**config.mk**
```make
export PLATFORM = sky130hd
export DESIGN_NAME = i2s_tx_master_flat
export DESIGN_NICKNAME = d
export VERILOG_FILES = /design/src/rtl/i2s_tx_master_if.sv /design/src/rtl/i2s_tx_master.sv /design/src/flat_wrapper.sv
export SDC_FILE = /design/constraint.sdc
export NUM_CORES = 1
export LEC_CHECK = 0
export ABC_AREA = 1
export ABC_CLOCK_PERIOD_IN_PS = 3700
export CORE_MARGIN = 2
export CORE_UTILIZATION = 50
export DETAILED_ROUTE_END_ITERATION = 8
export PLACE_DENSITY = 0.72
export SLEW_MARGIN = 20
export SYNTH_ARGS = -nofsm -noshare
export SYNTH_HDL_FRONTEND = slang
export SYNTH_SLANG_ARGS = --single-unit
```
**constraint.sdc**
```tcl
create_clock -name adc_clk -period 3.7 [get_ports adc_clk]
set_clock_uncertainty 0.05 [all_clocks]
set_input_delay 0.37 -clock adc_clk [delete_from_list [all_inputs] [get_ports adc_clk]]
set_output_delay 0.37 -clock adc_clk [all_outputs]
set_load 0.005 [all_outputs]
```
**src/rtl/i2s_tx_master_if.sv**
```systemverilog
// Sample-pair stream into the I2S transmitter: left/right words with a
// valid/ready handshake. The producer uses the master modport, the
// transmitter the slave modport.
interface i2s_tx_master_if #(
  parameter int SAMPLE_W = 24
);
  logic [SAMPLE_W-1:0] l_data;
  logic [SAMPLE_W-1:0] r_data;
  logic                s_valid;
  logic                s_ready;

  modport master (
    output l_data,
    output r_data,
    output s_valid,
    input  s_ready
  );

  modport slave (
    input  l_data,
    input  r_data,
    input  s_valid,
    output s_ready
  );
endinterface

```
**src/rtl/i2s_tx_master.sv**
```systemverilog
// I2S / left-justified transmitter, bus master (drives bclk and wclk).
// A free-running divider produces bclk. On every bclk falling edge the
// slot counter advances, and wclk, sdata and the frame load update.
// A one-pair holding register decouples the sample stream from frame timing.
// When a frame starts with the holding register empty, silence is sent and
// underrun pulses for one cycle.
module i2s_tx_master #(
  parameter int CLK_DIV  = 128,
  parameter int SAMPLE_W = 24,
  parameter int SLOT_W   = 32,
  parameter int MODE     = 0
) (
  input  logic             adc_clk,
  input  logic             rst,
  i2s_tx_master_if.slave   s_if,
  output logic             i2s_bclk,
  output logic             i2s_wclk,
  output logic             i2s_sdata,
  output logic             underrun
);

  localparam int CW  = (CLK_DIV  > 1) ? $clog2(CLK_DIV)  : 1;
  localparam int BW  = (SLOT_W   > 1) ? $clog2(SLOT_W)   : 1;
  localparam int IW  = (SAMPLE_W > 1) ? $clog2(SAMPLE_W) : 1;
  localparam int DLY = (MODE == 0) ? 1 : 0;

  localparam logic [CW-1:0] CNT_MAX = CW'(CLK_DIV - 1);
  localparam logic [BW-1:0] BIT_MAX = BW'(SLOT_W - 1);

  typedef enum logic {
    HOLD_EMPTY,
    HOLD_FULL
  } hold_t;

  hold_t               hold_state;
  hold_t               hold_next;

  logic [CW-1:0]       clk_cnt;
  logic [BW-1:0]       bit_cnt;
  logic [BW-1:0]       bit_nxt;
  logic                wclk_nxt;
  logic                cnt_wrap;
  logic                fall_evt;
  logic                frame_start;
  logic                accept;

  logic [SAMPLE_W-1:0] hold_l;
  logic [SAMPLE_W-1:0] hold_r;
  logic [SAMPLE_W-1:0] l_word;
  logic [SAMPLE_W-1:0] r_word;
  logic [SAMPLE_W-1:0] l_nxt;
  logic [SAMPLE_W-1:0] r_nxt;
  logic [SAMPLE_W-1:0] chan_word;
  logic                sdata_nxt;
  int                  d;

  assign cnt_wrap    = (clk_cnt == CNT_MAX);
  assign fall_evt    = cnt_wrap && i2s_bclk;
  assign frame_start = fall_evt && (bit_cnt == BIT_MAX) && i2s_wclk;
  assign accept      = s_if.s_valid && (hold_state == HOLD_EMPTY);
  assign s_if.s_ready = (hold_state == HOLD_EMPTY);

  // Bit-clock divider: toggle bclk each time the cycle counter wraps.
  always_ff @(posedge adc_clk) begin
    if (rst) begin
      clk_cnt  <= '0;
      i2s_bclk <= 1'b0;
    end else if (cnt_wrap) begin
      clk_cnt  <= '0;
      i2s_bclk <= ~i2s_bclk;
    end else begin
      clk_cnt  <= clk_cnt + CW'(1);
    end
  end

  // Slot position and word clock that take effect on the next falling edge.
  always_comb begin
    bit_nxt  = bit_cnt;
    wclk_nxt = i2s_wclk;
    if (bit_cnt == BIT_MAX) begin
      bit_nxt  = '0;
      wclk_nxt = ~i2s_wclk;
    end else begin
      bit_nxt  = bit_cnt + BW'(1);
    end
  end

  // Holding register state: a frame start empties it, and a handshake fills it.
  always_comb begin
    hold_next = hold_state;
    if (frame_start && (hold_state == HOLD_FULL)) begin
      hold_next = HOLD_EMPTY;
    end else if (accept) begin
      hold_next = HOLD_FULL;
    end
  end

  // Frame load values and the next serial bit, taken from the channel word
  // that will be current after the edge.
  always_comb begin
    l_nxt     = '0;
    r_nxt     = '0;
    sdata_nxt = 1'b0;
    if (hold_state == HOLD_FULL) begin
      l_nxt = hold_l;
      r_nxt = hold_r;
    end
    // A frame start loads a new left word in the same edge that the new
    // word's first bit goes out, so the bit comes from the load value.
    if (frame_start) begin
      chan_word = l_nxt;
    end else if (wclk_nxt) begin
      chan_word = r_word;
    end else begin
      chan_word = l_word;
    end
    d = int'(bit_nxt) - DLY;
    if ((d >= 0) && (d < SAMPLE_W)) begin
      sdata_nxt = chan_word[IW'(SAMPLE_W - 1 - d)];
    end
  end

  // Holding register: captures a pair on handshake, and reset discards it.
  always_ff @(posedge adc_clk) begin
    if (rst) begin
      hold_state <= HOLD_EMPTY;
      hold_l     <= '0;
      hold_r     <= '0;
    end else begin
      hold_state <= hold_next;
      if (accept) begin
        hold_l <= s_if.l_data;
        hold_r <= s_if.r_data;
      end
    end
  end

  // Serial-side state, updated only on bclk falling-edge events.
  always_ff @(posedge adc_clk) begin
    if (rst) begin
      bit_cnt   <= BIT_MAX;
      i2s_wclk  <= 1'b1;
      i2s_sdata <= 1'b0;
      l_word    <= '0;
      r_word    <= '0;
    end else if (fall_evt) begin
      bit_cnt   <= bit_nxt;
      i2s_wclk  <= wclk_nxt;
      i2s_sdata <= sdata_nxt;
      if (frame_start) begin
        l_word <= l_nxt;
        r_word <= r_nxt;
      end
    end
  end

  // Underrun pulse: asserted for one cycle when a frame starts with nothing held.
  always_ff @(posedge adc_clk) begin
    if (rst) begin
      underrun <= 1'b0;
    end else begin
      underrun <= frame_start && (hold_state == HOLD_EMPTY);
    end
  end

endmodule

```
**src/flat_wrapper.sv**
```systemverilog
// flat-port wrapper written by rule: the top's interface ports become plain ports
module i2s_tx_master_flat 
#(
  parameter int CLK_DIV  = 128,
  parameter int SAMPLE_W = 24,
  parameter int SLOT_W   = 32,
  parameter int MODE     = 0
)
  (adc_clk, rst, i2s_bclk, i2s_wclk, i2s_sdata, underrun, s_if_l_data, s_if_r_data, s_if_s_valid, s_if_s_ready);
  i2s_tx_master_if #(.SAMPLE_W(SAMPLE_W)) s_if_i ();
  input  logic adc_clk;
  input  logic rst;
  output logic i2s_bclk;
  output logic i2s_wclk;
  output logic i2s_sdata;
  output logic underrun;
  input wire logic [$bits(s_if_i.l_data)-1:0] s_if_l_data;
  input wire logic [$bits(s_if_i.r_data)-1:0] s_if_r_data;
  input wire logic [$bits(s_if_i.s_valid)-1:0] s_if_s_valid;
  output wire logic [$bits(s_if_i.s_ready)-1:0] s_if_s_ready;
  assign s_if_i.l_data = s_if_l_data;
  assign s_if_i.r_data = s_if_r_data;
  assign s_if_i.s_valid = s_if_s_valid;
  assign s_if_s_ready = s_if_i.s_ready;
  i2s_tx_master #(.CLK_DIV(CLK_DIV), .SAMPLE_W(SAMPLE_W), .SLOT_W(SLOT_W), .MODE(MODE)) u_core (.adc_clk(adc_clk), .rst(rst), .s_if(s_if_i), .i2s_bclk(i2s_bclk), .i2s_wclk(i2s_wclk), .i2s_sdata(i2s_sdata), .underrun(underrun));
endmodule
```
==> impl_table.tex <==
\begin{tabular}{lr}
\hline
Metric & Value \\
\hline
\multicolumn{2}{l}{\textbf{STA}} \\
Transition time at the pin with the least slew margin & 0.8921 ns \\
Post-layout minimum cycle time & 2.974 ns \\
Final hold vios & 0 \\
Achievable frequency & between 300 and 400 MHz \\
Period utilization & 80.37\% \\
Number of pins exceeding their max-slew limit in the final report & 0 \\
Final critical-path setup slack & 0.7264 ns \\
RSZ-0062 raised after global routing & false \\
Count of endpoints failing setup in the final report & 0 \\
Worst rel slew slack & around two fifths \\
Post-Route Setup TNS & 0 ns \\
\multicolumn{2}{l}{\textbf{Worst setup path}} \\
Element type at the critical path end & flop \\
Arrival @ worst endpoint & approximately 3.3 ns \\
Required time of the critical path & 4.06 ns \\
Critical path peak fanout & 11 \\
Cells on worst reg2reg path & 18 \\
Crit path kind & reg -> reg \\
Critical Path Source Type & flop \\
\multicolumn{2}{l}{\textbf{Placement}} \\
Gpl congestion & 0.8928 \\
Total of buffers placed on input and output ports & 55 \\
Post-placement cell area & 5613 sq um \\
Half-perimeter wire length of the detailed placement result & 8068 microns \\
Post-place setup slack & around 0.77 ns \\
\multicolumn{2}{l}{\textbf{Clock tree}} \\
Setup Fix Bufs, Post-CTS & 0 \\
Number of instances resized during post-cts repair & 0 \\
Clock slew seen by the registers of the worst setup and hold paths & 0.06 ns \\
Num CTS Buffers & 17 \\
Clock Latency Late Sink & 0.51 ns \\
Total clock sinks & 113 \\
Cts hold-fix bufs & 0 \\
Buffer cell driving the clock tree root & sky130\_fd\_sc\_hd\_\_clkbuf\_8 \\
H-tree Lvls & 4 \\
Max clock buf depth & 2 \\
CTS tree & yes \\
\multicolumn{2}{l}{\textbf{Synthesis}} \\
Synth Net Count & 797 \\
Share of the yosys chip area belonging to registers & around 45\% \\
Post-synthesis register bit count & 113 \\
Cells after synthesis & around 740 \\
Top post-synthesis cells by area & sky130\_fd\_sc\_hd\_\_dfxtp\_1, sky130\_fd\_sc\_hd\_\_nand2\_1, sky130\_fd\_sc\_hd\_\_nor2\_1, sky130\_fd\_sc\_hd\_\_o21ai\_0, sky130\_fd\_sc\_hd\_\_a21oi\_1 \\
Number of distinct standard cells referenced by the synthesized netlist & 27 \\
Total of warnings raised by yosys & 0 \\
Mean area per synthesized cell & 6.772 sq um \\
Synth top area share & 45.02\% \\
Most area-hungry cell type in the Yosys netlist & sky130\_fd\_sc\_hd\_\_dfxtp\_1 \\
Cell area after synthesis & around 5000 sq um \\
\multicolumn{2}{l}{\textbf{Route}} \\
Number of search-and-repair iterations in the first detailed-routing pass & 5 \\
Number of vias per cell after detailed routing & 5.249 \\
First-iteration detailed-routing DRC count & 304 \\
Vias post-DR & 4876 \\
Post-route antenna net violation count & 0 \\
Routed length per instance & 13.10 microns \\
DRC Markers & 0 \\
Wire length reported by the detailed router & roughly 12000 microns \\
\multicolumn{2}{l}{\textbf{Floorplan}} \\
\# IOs & 56 \\
Die area & 10870 sq um \\
\# rows & 36 \\
Width of the die & roughly 100 microns \\
Initial standard-cell utilization of the core & 51.41\% \\
Core ar. & 9774 sq um \\
Vertical die dimension & between 100 and 150 microns \\
\multicolumn{2}{l}{\textbf{Worst hold path}} \\
Class of the worst hold path & in -> reg \\
Min-Delay Path Depth & 3 \\
\multicolumn{2}{l}{\textbf{GRT}} \\
Number of global-route vias before repair & about 4600 \\
Antenna violations before repair & 0 \\
Leftover overflow at the end of global routing & 0 \\
Maximum number of pins on one net before global-route repair & 53 \\
Global-route usage over all layers & 23.57\% \\
Global-route wire length before repair & approximately 21000 microns \\
\multicolumn{2}{l}{\textbf{Cells and area}} \\
Fraction of final layout cells sized beyond drive strength 1 & 6.658\% \\
Top library cells by usage in the layout, fill and taps aside & sky130\_fd\_sc\_hd\_\_nand2\_1, sky130\_fd\_sc\_hd\_\_nor2\_1, sky130\_fd\_sc\_hd\_\_dfxtp\_1 \\
Signed area change from the synthesized netlist to the final layout & 23.18\% \\
Most common cell after layout, fill and taps aside & sky130\_fd\_sc\_hd\_\_nand2\_1 \\
Number of nets in the layout & 838 \\
Filler Cell Count & between 900 and 1000 \\
Final design instance area without fill & around 6200 sq um \\
Core Util, Final & between 60 and 70\% \\
Ant diodes & 0 \\
\multicolumn{2}{l}{\textbf{Status}} \\
Run status & completed \\
\multicolumn{2}{l}{\textbf{Flow run}} \\
Count of max-cap constraint violations & 0 \\
\multicolumn{2}{l}{\textbf{Pwr}} \\
Leakage power figure & 2.655 nW \\
Worst IR Drop VDD & 0.2654 mV \\
Pwr per Cell Area & between 400 and 500 nW/um\^{}2 \\
\hline
\end{tabular}
layer usage:
metal,global-route usage [%],share of wire [%]
met1,31.72,48
met2,36.51,45
met3,5.013,5.2
met4,10.33,1.8
met5,0,0
cells by family after synthesis:
family,synth area share [%]
fa+ha+maj,0.9961
xor+xnor,0.3487
buf+inv,7.271
compound gates,15.39
simple gates,30.98
flops,45.02
sequential cells by signal, summed over array words and instances, names as in the netlist:
signal / flops
u_core.i2s_bclk: 1
u_core.clk_cnt: 7
u_core.hold_l: 24
u_core.hold_r: 24
u_core.l_word: 24
u_core.r_word: 24
u_core.underrun: 1
u_core.i2s_wclk: 1
u_core.hold_state: 1
u_core.bit_cnt: 5
u_core.i2s_sdata: 1
cells in the mapped netlist:
| master | instances |
|---|---|
| sky130_fd_sc_hd__nand2_1 | 216 |
| sky130_fd_sc_hd__nor2_1 | 128 |
| sky130_fd_sc_hd__dfxtp_1 | 113 |
| sky130_fd_sc_hd__o21ai_0 | 81 |
| sky130_fd_sc_hd__a21oi_1 | 59 |
| sky130_fd_sc_hd__inv_1 | 40 |
| sky130_fd_sc_hd__clkbuf_1 | 25 |
| sky130_fd_sc_hd__nand3_1 | 17 |
| sky130_fd_sc_hd__buf_2 | 12 |
| sky130_fd_sc_hd__nand4_1 | 10 |
| sky130_fd_sc_hd__o21ai_1 | 7 |
| sky130_fd_sc_hd__o211ai_1 | 5 |
| sky130_fd_sc_hd__ha_1 | 4 |
| sky130_fd_sc_hd__buf_6 | 3 |
| sky130_fd_sc_hd__nand2_2 | 3 |
| sky130_fd_sc_hd__nand3b_1 | 3 |
| sky130_fd_sc_hd__inv_2 | 2 |
| sky130_fd_sc_hd__nor2_2 | 2 |
| sky130_fd_sc_hd__nor3_1 | 2 |
| sky130_fd_sc_hd__nor3b_1 | 2 |
| sky130_fd_sc_hd__xor2_1 | 2 |
| sky130_fd_sc_hd__buf_1 | 1 |
| sky130_fd_sc_hd__buf_4 | 1 |
| sky130_fd_sc_hd__clkinv_4 | 1 |
| sky130_fd_sc_hd__nand4_4 | 1 |
| sky130_fd_sc_hd__nor2_4 | 1 |
| sky130_fd_sc_hd__or2_2 | 1 |
where the power goes:
part / internal, mW / switching (mW) / total (mW) / leakage [nW]
sequential: 1.26 / 0.0265 / 1.29 / 0.922
clock: 0.990 / 0.582 / 1.57 / 0.272
combinational: 0.0787 / 0.0840 / 0.163 / 1.46
total: 2.33 / 0.692 / 3.02 / 2.65
path summary, 6_finish.rpt:
path                                   startpoint                 to  slack [ns]
worst min-delay path              s_if_r_data[10]  u_core.hold_r[10]        0.39
worst max register to register  u_core.bit_cnt[0]   u_core.i2s_sdata        0.73
worst max-delay path            u_core.bit_cnt[0]   u_core.i2s_sdata        0.73
worst min register to register  u_core.clk_cnt[0]  u_core.clk_cnt[0]        0.40
critical path, stage by stage, from the launching register on:
cell                       delay [ns]
sky130_fd_sc_hd__dfxtp_1         0.36
sky130_fd_sc_hd__ha_1            0.27
sky130_fd_sc_hd__nand2_1         0.11
sky130_fd_sc_hd__nor2_1          0.06
sky130_fd_sc_hd__ha_1            0.24
sky130_fd_sc_hd__nand2_2         0.18
sky130_fd_sc_hd__clkinv_4        0.12
sky130_fd_sc_hd__nor2_1          0.69
sky130_fd_sc_hd__nand2_1         0.12
sky130_fd_sc_hd__nand2_1         0.09
sky130_fd_sc_hd__nand2_1         0.05
sky130_fd_sc_hd__a21oi_1         0.14
sky130_fd_sc_hd__nor2_1          0.06
sky130_fd_sc_hd__nand2_1         0.06
sky130_fd_sc_hd__nand3_1         0.07
sky130_fd_sc_hd__nand2_1         0.06
sky130_fd_sc_hd__nor2_1          0.04
sky130_fd_sc_hd__nand2_1         0.05
sky130_fd_sc_hd__nand2_1         0.04
area by class of cell:
class	instances	area, sq um	share of cell area (%)
Inverter	43	166.4	2.689
Timing Repair Buffer	64	618.1	9.986
Sequential cell	113	2262	36.55
Multi-Input combinational cell	544	2400	38.77
Clock buffer	19	441.7	7.136
Clock inverter	13	135.1	2.183
Tap cell	133	166.4	2.689
stage by stage:
| step | hold slack [ns] | instances | power, mW |
|---|---|---|---|
| finish | 0.3865 | 929 | 3.024 |
| CTS | 0.3680 | 929 | 3.045 |
| global route | 0.3793 | 929 | 3.125 |
| global placement | 0.3800 | 897 | 1.471 |
| detailed placement | 0.3910 | 897 | 1.478 |
| floorplan | 0.3676 | 742 | 1.390 |
(Power assumes the default switching activity.)
